`config.mk`:
```
export PLATFORM = sky130hd
export DESIGN_NAME = regfile_wb_arbiter
export DESIGN_NICKNAME = d
export VERILOG_FILES = /design/src/rtl/regfile_pkg.sv /design/src/rtl/rr_arb2.sv /design/src/rtl/regfile_wb_arbiter.sv
export SDC_FILE = /design/constraint.sdc
export NUM_CORES = 1
export LEC_CHECK = 0
export BUFFER_PORTS_ARGS = -buffer_cell sky130_fd_sc_hd__buf_2
export CAP_MARGIN = 15
export CORE_MARGIN = 2
export CORE_UTILIZATION = 53
export DETAILED_ROUTE_END_ITERATION = 8
export PLACE_DENSITY = 0.84
export SLEW_MARGIN = 15
export SYNTH_ARGS = -nofsm -noshare
export SYNTH_HDL_FRONTEND = slang
export SYNTH_SLANG_ARGS = --single-unit
export TNS_END_PERCENT = 10
```
`constraint.sdc`:
```
create_clock -name clk -period 5.7 [get_ports clk]
set_input_delay 1.14 -clock clk [delete_from_list [all_inputs] [get_ports clk]]
set_output_delay 1.14 -clock clk [all_outputs]
set_load 0.02 [all_outputs]
```
`src/rtl/regfile_pkg.sv`:
```
// Shared constants and types for the register-file writeback controller.
package regfile_pkg;

  localparam int unsigned DATA_W   = 32;
  localparam int unsigned REG_AW   = 5;
  localparam int unsigned NUM_REGS = 32;
  localparam int unsigned ZERO_REG = 31;

  typedef enum logic {
    WB_ALU = 1'b0,
    WB_MEM = 1'b1
  } wb_src_t;

  // 'reg' is a keyword, so the destination field is named dst.
  typedef struct packed {
    logic [REG_AW-1:0] dst;
    logic [DATA_W-1:0] data;
  } wb_req_t;

endpackage

```
`src/rtl/rr_arb2.sv`:
```
// Two-requester round-robin arbiter; bit 0 is the ALU, bit 1 the load path.
module rr_arb2
  import regfile_pkg::*;
(
  input  logic       clk,
  input  logic       rst_n,
  input  logic [1:0] req,
  output logic [1:0] grant
);

  wb_src_t rr_ptr_q, rr_ptr_d;

  always_comb begin
    grant    = 2'b00;
    rr_ptr_d = rr_ptr_q;
    grant[0] = req[0] & (~req[1] | (rr_ptr_q == WB_ALU));
    grant[1] = req[1] & (~req[0] | (rr_ptr_q == WB_MEM));
    // Only a conflict moves the pointer; a lone requester leaves it alone.
    if (&req) begin
      rr_ptr_d = grant[0] ? WB_MEM : WB_ALU;
    end
  end

  always_ff @(posedge clk or negedge rst_n) begin
    if (!rst_n) begin
      rr_ptr_q <= WB_ALU;
    end else begin
      rr_ptr_q <= rr_ptr_d;
    end
  end

endmodule

```
`src/rtl/regfile_wb_arbiter.sv`:
```
// Writeback arbiter, pending scoreboard and write stage for the single-port register file.
// Define REGFILE_WB_FORWARD_EN to forward the write-stage value instead of stalling on it.
module regfile_wb_arbiter #(
  parameter int unsigned DATA_W   = regfile_pkg::DATA_W,
  parameter int unsigned REG_AW   = regfile_pkg::REG_AW,
  parameter int unsigned NUM_REGS = regfile_pkg::NUM_REGS,
  parameter int unsigned ZERO_REG = regfile_pkg::ZERO_REG
) (
  input  logic              clk,
  input  logic              rst_n,
  input  logic              aluValid,
  input  logic [REG_AW-1:0] aluReg,
  input  logic [DATA_W-1:0] aluData,
  output logic              aluReady,
  input  logic              memValid,
  input  logic [REG_AW-1:0] memReg,
  input  logic [DATA_W-1:0] memData,
  output logic              memReady,
  input  logic              issueValid,
  input  logic [REG_AW-1:0] issueReg,
  output logic              issueReady,
  input  logic [REG_AW-1:0] register1,
  input  logic [REG_AW-1:0] register2,
  output logic              readStall,
  output logic              RegWrite,
  output logic [REG_AW-1:0] writeRegister,
  output logic [DATA_W-1:0] writeData,
  output logic              fwdSel1,
  output logic              fwdSel2,
  output logic [DATA_W-1:0] fwdData
);
  import regfile_pkg::*;

  localparam logic [REG_AW-1:0] ZeroAddr = REG_AW'(ZERO_REG);

  logic [1:0]          grant;
  wb_src_t             win_src;
  logic                win_valid;
  logic [REG_AW-1:0]   win_reg;
  logic [DATA_W-1:0]   win_data;
  logic                reg_write_q, reg_write_d;
  logic [REG_AW-1:0]   wr_reg_q, wr_reg_d;
  logic [DATA_W-1:0]   wr_data_q, wr_data_d;
  logic [NUM_REGS-1:0] pending_q, pending_d;
  logic                issue_fire;
  logic                hazard1, hazard2;

  rr_arb2 u_rr_arb2 (
    .clk   (clk),
    .rst_n (rst_n),
    .req   ({memValid, aluValid}),
    .grant (grant)
  );

  assign aluReady  = grant[0];
  assign memReady  = grant[1];
  assign win_valid = |grant;
  assign win_src   = grant[1] ? WB_MEM : WB_ALU;
  assign win_reg   = (win_src == WB_MEM) ? memReg : aluReg;
  assign win_data  = (win_src == WB_MEM) ? memData : aluData;

  assign issueReady = (issueReg == ZeroAddr) || !pending_q[issueReg];
  assign issue_fire = issueValid && issueReady && (issueReg != ZeroAddr);

  always_comb begin
    reg_write_d = win_valid && (win_reg != ZeroAddr);
    wr_reg_d    = wr_reg_q;
    wr_data_d   = wr_data_q;
    if (reg_write_d) begin
      wr_reg_d  = win_reg;
      wr_data_d = win_data;
    end
  end

  // Clear before set so a fresh producer wins should both ever name one register.
  always_comb begin
    pending_d = pending_q;
    if (win_valid && (win_reg != ZeroAddr)) begin
      pending_d[win_reg] = 1'b0;
    end
    if (issue_fire) begin
      pending_d[issueReg] = 1'b1;
    end
  end

  always_ff @(posedge clk or negedge rst_n) begin
    if (!rst_n) begin
      reg_write_q <= 1'b0;
      wr_reg_q    <= '0;
      wr_data_q   <= '0;
      pending_q   <= '0;
    end else begin
      reg_write_q <= reg_write_d;
      wr_reg_q    <= wr_reg_d;
      wr_data_q   <= wr_data_d;
      pending_q   <= pending_d;
    end
  end

  assign RegWrite      = reg_write_q;
  assign writeRegister = wr_reg_q;
  assign writeData     = wr_data_q;

  always_comb begin
`ifdef REGFILE_WB_FORWARD_EN
    hazard1 = (register1 != ZeroAddr) && pending_q[register1];
    hazard2 = (register2 != ZeroAddr) && pending_q[register2];
    fwdSel1 = reg_write_q && (wr_reg_q == register1) && (register1 != ZeroAddr);
    fwdSel2 = reg_write_q && (wr_reg_q == register2) && (register2 != ZeroAddr);
    fwdData = wr_data_q;
`else
    hazard1 = (register1 != ZeroAddr) &&
              (pending_q[register1] || (reg_write_q && (wr_reg_q == register1)));
    hazard2 = (register2 != ZeroAddr) &&
              (pending_q[register2] || (reg_write_q && (wr_reg_q == register2)));
    fwdSel1 = 1'b0;
    fwdSel2 = 1'b0;
    fwdData = '0;
`endif
  end

  assign readStall = hazard1 || hazard2;

endmodule

```
## Yosys cells after proc, flatten, opt, wreduce, memory -nomap -nowiden

Index checks and enable logic that the tools add are counted.

| storage, ports and cells | value |
|---|---|
| register bits after elaboration | 71 |
| output and inout bits | 76 |

| cells by class | value |
|---|---|
| equality and inequality tests | 7 |
| magnitude comparators | 6 |
| bitwise logic cells | 10 |
| muxes and demuxes | 16 |
| reductions and logical operators | 16 |

Operators by type and width:

| kind | count |
|---|---|
| 2-to-1 mux 32 bit | 3 |
| bitwise AND 32 bit | 1 |
| NOT 32 bit | 1 |
| bitwise OR 32 bit | 1 |
| < comparator 5 x 6 -> 1 bit (second input constant) | 4 |
| inequality test 5 bit (second input constant) | 4 |
| binary-select mux 1 bit (select 5 bit) | 3 |
| demux 1 bit (select 5 bit) | 2 |
| equality test 5 bit | 2 |
| greater-or-equal comparator 5 x 1 -> 1 bit (second input constant) | 2 |
| logical AND 1 bit | 9 |
| 2-to-1 mux 1 bit | 7 |
| equality test 5 bit (second input constant) | 1 |
| 2-to-1 mux 5 bit | 1 |
| logical OR 1 bit | 4 |
| NOT 1 bit | 3 |
| bitwise AND 1 bit | 2 |
| bitwise OR 1 bit | 2 |
| AND reduction 2 bit | 1 |
| OR reduction 2 bit | 1 |
| zero test 1 bit | 1 |

## Depth between registers and ports, before layout

Gate-level depths: netlist of the first run.

| logic depth | value |
|---|---|
| word-level depth | 14 |
| depth in mapped cells | 8 |
| gate-level depth less buffers | 6 |

## Hierarchy

Synthesis of the first run repeated with hierarchy kept, for this count alone.

| unflattened totals | value |
|---|---|
| cells, all modules | 454 |
| area total of the unflattened synthesis | 4519.3 um2 |

Modules (own cells, without submodules):

| module | cells an instance | times used | sequential area each (um2) | area each (um2) |
|---|---|---|---|---|
| regfile_wb_arbiter | 448 | 1 | 1751.7 | 4463.0 |
| rr_arb2 | 6 | 1 | 25.0 | 56.3 |

## Worst setup path after synthesis of the first run

Ideal clock, no wire load.

| timing | value |
|---|---|
| path kind | input to output |
| start | in register2[1] |
| end | out readStall |
| stages | 6 |
| slack | 1.803 ns |
| path buffers | 1 |
| arrival | 2.757 ns |
| cell sequence | buf_2 -> mux2i_1 -> or4b_2 -> nand4_1 -> nor3_1 -> o32ai_1 |

| between the ends | value |
|---|---|
| cells in the longest elaborated chain, start to end | 5 |

Ends and longest elaborated chain:

| what | RTL line | RTL |
|---|---|---|
| start, declared | regfile_wb_arbiter.sv:23 | `input logic [REG_AW-1:0] register2,` |
| binary-select mux 1 bit (select 5 bit) or equality test 5 bit (tied branches) | regfile_wb_arbiter.sv:115 | `(pending_q[register2] \|\| (reg_write_q && (wr_reg_q == register2)));` |
| 2-to-1 mux 1 bit (not written as such) or logical AND 1 bit (tied branches) | regfile_wb_arbiter.sv:115 |  |
| logical OR 1 bit | regfile_wb_arbiter.sv:115 |  |
| logical AND 1 bit * | regfile_wb_arbiter.sv:114 | `hazard2 = (register2 != ZeroAddr) &&` |
| logical OR 1 bit * | regfile_wb_arbiter.sv:122 | `assign readStall = hazard1 \|\| hazard2;` |
| end, declared | regfile_wb_arbiter.sv:24 | `output logic readStall,` |

Mark *: on every way between the ends. The rest lies on a longest branch, timed or not. The select of a mux whose other input is x is not followed.

## Final worst setup path of the first run

| timing | value |
|---|---|
| start | in register2[0] |
| end | out readStall |

The elaborated chain is that of the path after synthesis.

==> flow_summary_export.csv, run 1 <==
group,metric,value,unit
setup_path,end_kind,"output pin",
synthesis,synth_area_leader_cell,"dfrtp_1",
synthesis,synth-async-reset-ratio,100,%
worst_hold_path,hold_path_class,"reg -> reg",
global_routing,grt_max_degree,72,
timing,finClkSkew,15.5,ps
drt,via_count,4015,
synthesis,ys_types,53,
finish,areaGrowthSynthToFinish,15.5,%
timing,setup_viol,0,
setup_path,slowest_stage,"mux4_2",
finish,n_antenna_cell,0,
timing,hold_viol,0,
drt,dr_wl_met3,1330,um
global_routing,grt_pass1_wl,19700,um
drt,wl_per_cell,19.3,um
clock_network,clock_sinks,71,
setup_path,critPathMaxFanout,10,
global_routing,overflow,0,
clock_network,clk_path_buf_depth,2,
global_routing,track_usage,25.1,%
floorplan,die_w,98.9,um
drt,drtIter0Drc,554,
floorplan,core_area,8720,um^2
floorplan,num_io_pins,170,
timing,timing.final.crit_period,4260,ps
worst_hold_path,hp-start,"pending_q[31]$_DFF_PN0_",
timing,slew_headroom,27.2,%
synthesis,postSynthCellCount,413,
flow_run,cap_viol_max_count,0,
setup_path,crit_required,4560,ps
timing,clock.fmax,234,MHz
setup_path,path_common_cell,"buf_2",
clock_network,cts_hold_buf,0,
setup_path,criticalPathCategory,"in -> out",
synthesis,ys_seq_elements,71,
setup_path,path_buf_inv,2,
global_routing,grt_pass1_vias,4011,
clock_network,cts_buffers,9,
finish,nets,626,
setup_path,crit_chain,"buf_2 > mux4_2 > mux2_2 > a2111oi_0 > o32ai_1 > buf_2",
clock_network,clock_latency,350,ps
pwr,peakVddDrop,0.159,mV
drt,dr.pass1.iters,5,
setup_path,cp_top_family,"multiplexers",
placed_design,port_buffers,135,
clock_network,cts_setup_buffers,0,
placed_design,place.gp.congestion,0.981,
drt,drc_errors,0,
setup_path,reg2reg_depth,6,
setup_path,startpoint_type,"input port",
finish,final_util,63.2,%
clock_network,cts-root-buf,"clkbuf_8",
pwr,leakage,2.46,nW
synthesis,synth-main-ff-cell,"dfrtp_1",
drt,drt-met1-wl,4530,um
drt,top_layer_used,"met4",
timing,worst_slew_pin_slew,1090,ps
synthesis,synth_top_area_share,37.3,%
synthesis,yosys_warnings,0,
synthesis,synthTopCellsByCount,"71 x dfrtp_1, 53 x mux2_2, 34 x buf_4, 34 x o21ai_0, 31 x o31ai_1",
worst_hold_path,whs_endpoint,"pending_q[31]$_DFF_PN0_",
floorplan,initial_core_util,54.7,%
clock_network,cts-resized-gates,0,
synthesis,syn_area,4770,um^2
worst_hold_path,worstHoldPathCells,0,
floorplan,fp.dieH,98.9,um
floorplan,dieArea,9770,um^2
setup_path,r2r_end,"writeData[26]$_DFFE_PN0N_",
timing,period_share,74.8,%
clock_network,htree_levels,3,
timing,setup_tns,0,ps
setup_path,critPathMaxStageDelay,540,ps
outcome,status,"completed",
synthesis,syn_area_per_cell,11.5,um^2
floorplan,row_count,34,
pwr,power.density,348,nW/um^2
synthesis,synth-edff-count,0,
setup_path,cp_data_arrival_time,3120,ps
clock_network,path_clk_slew,70,ps
finish,drive_gt1_share,47.9,%
timing,rsz0062_at_grt,"false",
timing,slew_violations,0,
drt,route.met2.wl,6380,um
pwr,p_total,1.92,mW
setup_path,rr_startpoint,"u_rr_arb2.rr_ptr_q$_DFFE_PN0P_",
drt,antenna_left,0,
synthesis,yosysSeqAreaShare,37.3,%
setup_path,r2r_slack,2590,ps
drt,vias_per_cell,6.23,
synthesis,synthTopCellsByArea,"dfrtp_1 37%, mux2_2 13%, mux4_2 11%",
clock_network,tritoncts,"yes",
global_routing,antenna_found_initial,0,
placed_design,hpwl,9000,um
drt,routed_wl,12400,um
synthesis,yosysMostFrequentCell,"dfrtp_1",
area by class of cell:
class | count | area (um^2)
fill | 692 | 3210
multi-input combinational | 304 | 2690
sequential | 71 | 1780
timing repair buffer | 137 | 691
tap | 108 | 135
clock buffer | 9 | 124
clock inverter | 6 | 61.3
inverter | 9 | 36.3
where the power goes:
part / total (mW) / leakage (nW) / switching (mW) / internal, mW
combinational: 0.726 / 1.51 / 0.366 / 0.360
sequential: 0.800 / 0.856 / 0.159 / 0.642
clock: 0.393 / 0.0953 / 0.194 / 0.199
total: 1.92 / 2.46 / 0.719 / 1.20
layout by cell type, fill, tap and decap left out, drive strengths merged, types with 2 or more instances in the layout:
cell type  count
clkinv         3
conb          34
nor2          11
or3            2
nor3b          3
o31ai         31
or3b           2
nand4b         3
nand4          6
mux2i          8
nor3           2
nand2         16
mux2          69
clkbuf         9
a2bb2oi        3
nand2b         5
a21oi          4
o31a           2
nand3b         3
a31oi          3
nand3          4
mux4          24
buf          137
xnor2         11
dfrtp         71
a32oi          2
inv           10
a2111oi        6
o21ai         38
registers in the layout, summed over array words and instances, names as in the netlist:
signal              flops
RegWrite                1
u_rr_arb2.rr_ptr_q      1
writeData              32
pending_q              32
writeRegister           5
through the flow:
| stage | hold WS (ps) | setup WS, ps | instances | instance area [um^2] |
|---|---|---|---|---|
| 6_report | 481 | 1440 | 644 | 5510 |
| 5_1_grt | 496 | 1290 | 644 | 5510 |
| 4_1_cts | 474 | 1450 | 644 | 5510 |
| 3_5_place_dp | 457 | 1460 | 629 | 5320 |
| 3_3_place_gp | 448 | 1620 | 629 | 5320 |
| 2_1_floorplan | 456 | 1800 | 446 | 4890 |
worst max-delay path by stage:
| stage | from | end | slack, ps | cells after the start |
|---|---|---|---|---|
| finish | register2[0] | readStall | 1440 | 6 |
| global route | register2[0] | readStall | 1290 | 6 |
| CTS | register2[0] | readStall | 1450 | 6 |
| detailed placement | register2[0] | readStall | 1460 | 6 |
| global placement | register2[0] | readStall | 1620 | 6 |
| floorplan | register2[1] | readStall | 1800 | 6 |
routing by layer:
metal / up-vias / track usage, %
li1: 1738 / -
met1: 1944 / 32.3
met2: 306 / 42.2
met3: 27 / 5.25
met4: 0 / 8.54
met5: - / 0
logic make-up (layout without fill, tap and decap cells):
| kind of cell | count (synthesis) | after routing | share of synthesized area (%) |
|---|---|---|---|
| buffers and inverters | 71 | 161 | 9.05 |
| other | 1 | 34 | 0.0786 |
| muxes | 101 | 101 | 30.6 |
| AOI/OAI and AO/OA | 96 | 96 | 13.6 |
| and+or+nand+nor | 62 | 62 | 7.37 |
| xor gates and xnor gates | 11 | 11 | 2.02 |
| DFF | 71 | 71 | 37.3 |
worst reg2reg max path: stages (launching register included):
cell and delay, ps:
dfrtp_1 420, nand2b_4 200, nand2_2 90, inv_4 120
mux2i_2 730, o31a_2 1000, mux2_2 440
(Power assumes the default switching activity.)
==> run 2: changes to the inputs <==
- CORE_UTILIZATION: 53 -> 46
- PLACE_DENSITY: 0.84 -> 0.78
- clock period: 5.7 -> 3.68 ns (I/O delays scaled with it)
==> flow_summary_export.csv, run 2 (same netlist as run 1, synthesis figures left out) <==
group,metric,value,unit
floorplan,initial_core_util,46.8,%
pwr,switching_share,34.8,%
drt,drtIter0Drc,333,
global_routing,overflow,0,
floorplan,num_io_pins,170,
floorplan,die_w,106,um
placed_design,pre_cts_slack,407,ps
floorplan,fp.dieH,106,um
global_routing,grt_pass1_vias,3840,
timing,slew_violations,0,
setup_path,end_kind,"output pin",
floorplan,core_area,10200,um^2
flow_run,cap_viol_max_count,0,
setup_path,reg2reg_depth,7,
setup_path,critPathMaxFanout,10,
floorplan,dieArea,11200,um^2
pwr,peakVddDrop,0.233,mV
drt,wl_per_cell,18.0,um
outcome,status,"completed",
finish,drive_gt1_share,48.3,%
global_routing,grt_pass1_wl,19600,um
setup_path,startpoint_type,"input port",
global_routing,antenna_found_initial,0,
global_routing,grt_max_degree,40,
placed_design,dpl_cell_area,5390,um^2
finish,fillers,896,
timing,period_share,90.2,%
finish,n_antenna_cell,0,
timing,setup_viol,0,
worst_hold_path,hold_path_class,"in -> async",
setup_path,r2r_end,"writeData[27]$_DFFE_PN0N_",
clock_network,cts-root-buf,"clkbuf_8",
setup_path,r2r_slack,1230,ps
finish,final_cell_mix,"135 x buf_2, 71 x dfrtp_1, 53 x mux2_2",
clock_network,tritoncts,"yes",
pwr,pwr-share-seq,39.3,%
clock_network,cts-resized-gates,0,
placed_design,dp_cells,660,
pwr,p_total,3.14,mW
setup_path,criticalPathCategory,"in -> out",
pwr,power.density,555,nW/um^2
global_routing,track_usage,22.2,%
timing,setup_tns,0,ps
drt,dr.pass1.iters,5,
clock_network,clk_path_buf_depth,2,
finish,nets,629,
timing,worst_slack,362,ps
placed_design,port_buffers,135,
setup_path,crit_required,2940,ps
drt,via_count,3930,
finish,areaGrowthSynthToFinish,18.5,%
timing,slew_headroom,40.9,%
setup_path,rr_startpoint,"u_rr_arb2.rr_ptr_q$_DFFE_PN0P_",
finish,multi_input_area,2690,um^2
pwr,switchingPower,1.09,mW
drt,drc_errors,0,
drt,routed_wl,12100,um
placed_design,hpwl,9030,um
finish,layout_commonest_cell,"buf_2",
drt,antenna_left,0,
placed_design,place.gp.congestion,0.976,
finish,postLayoutCellArea,5650,um^2
timing,clock.fmax,301,MHz
clock_network,cts_setup_buffers,0,
finish,finalNonFillerCells,676,
clock_network,cts_buffers,9,
pwr,pwr-share-clk,25.2,%
timing,finClkSkew,7.72,ps
clock_network,path_clk_slew,80,ps
pwr,p_comb_share,35.5,%
drt,vias_per_cell,5.81,
floorplan,row_count,37,
pwr,internal_power,2.04,mW
timing,timing.final.crit_period,3320,ps
clock_network,htree_levels,3,
timing,rsz0062_at_grt,"false",
clock_network,clock_sinks,71,
finish,register_area,1780,um^2
timing,worst_slew_pin_slew,882,ps
setup_path,cp_data_arrival_time,2580,ps
clock_network,cts_hold_buf,0,
timing,hold_viol,0,
clock_network,clock_latency,350,ps
pwr,leakage,2.52,nW
run 2: cell count changes in the layout (fill, tap and decap cells not counted), sizes merged:
cell,before,now
buf,137,140
bufinv,1,3
clkbuf,9,11
clkinv,3,2
clkinvlp,1,0
inv,10,9
run 2: cell type report:
class	instances	area share (%)
clock buffer	11	2.68
clock inverter	5	1.84
inverter	9	0.642
multi-input combinational	304	47.5
sequential	71	31.5
tap	136	3.01
timing repair buffer	140	12.8
run 2: critical path, stage by stage:
cell	delay [ps]
buf_2	250
mux4_2	530
mux2_2	270
a2111oi_0	450
o32ai_1	150
buf_2	180
run 2: how the worst max path moves through the flow:
stage / end / from / slack (ps)
after floorplan: readStall / register2[1] / 590
after global placement: readStall / register2[0] / 410
after detailed placement: readStall / register1[0] / 410
after CTS: readStall / register1[0] / 400
after global routing: readStall / register2[0] / 250
final: readStall / register2[0] / 360
run 2: routing by layer:
metal / GRT usage [%] / part of all wire, % / vias up
met2: 35.6 / 48 / 238
met5: 0 / 0 / -
met4: 8.93 / 2.5 / 0
li1: - / - / 1746
met3: 5.44 / 9.2 / 29
met1: 29.1 / 40 / 1917
run 2: power groups by stage:
stage | clock, mW | combinational (mW) | sequential (mW)
after floorplan | 0 | 0.761 | 1.24
after detailed placement | 0 | 1.10 | 1.24
after global routing | 0.839 | 1.20 | 1.26
after global placement | 0 | 1.08 | 1.23
final | 0.790 | 1.11 | 1.23
after CTS | 0.805 | 1.11 | 1.22
run 2: metrics by stage:
stage                     utilization, %  hold WS [ps]
final                               55.5           272
after CTS                           55.5           273
after detailed placement            53.0           450
after global routing                55.5           278
after floorplan                        -           440
after global placement              53.0           452
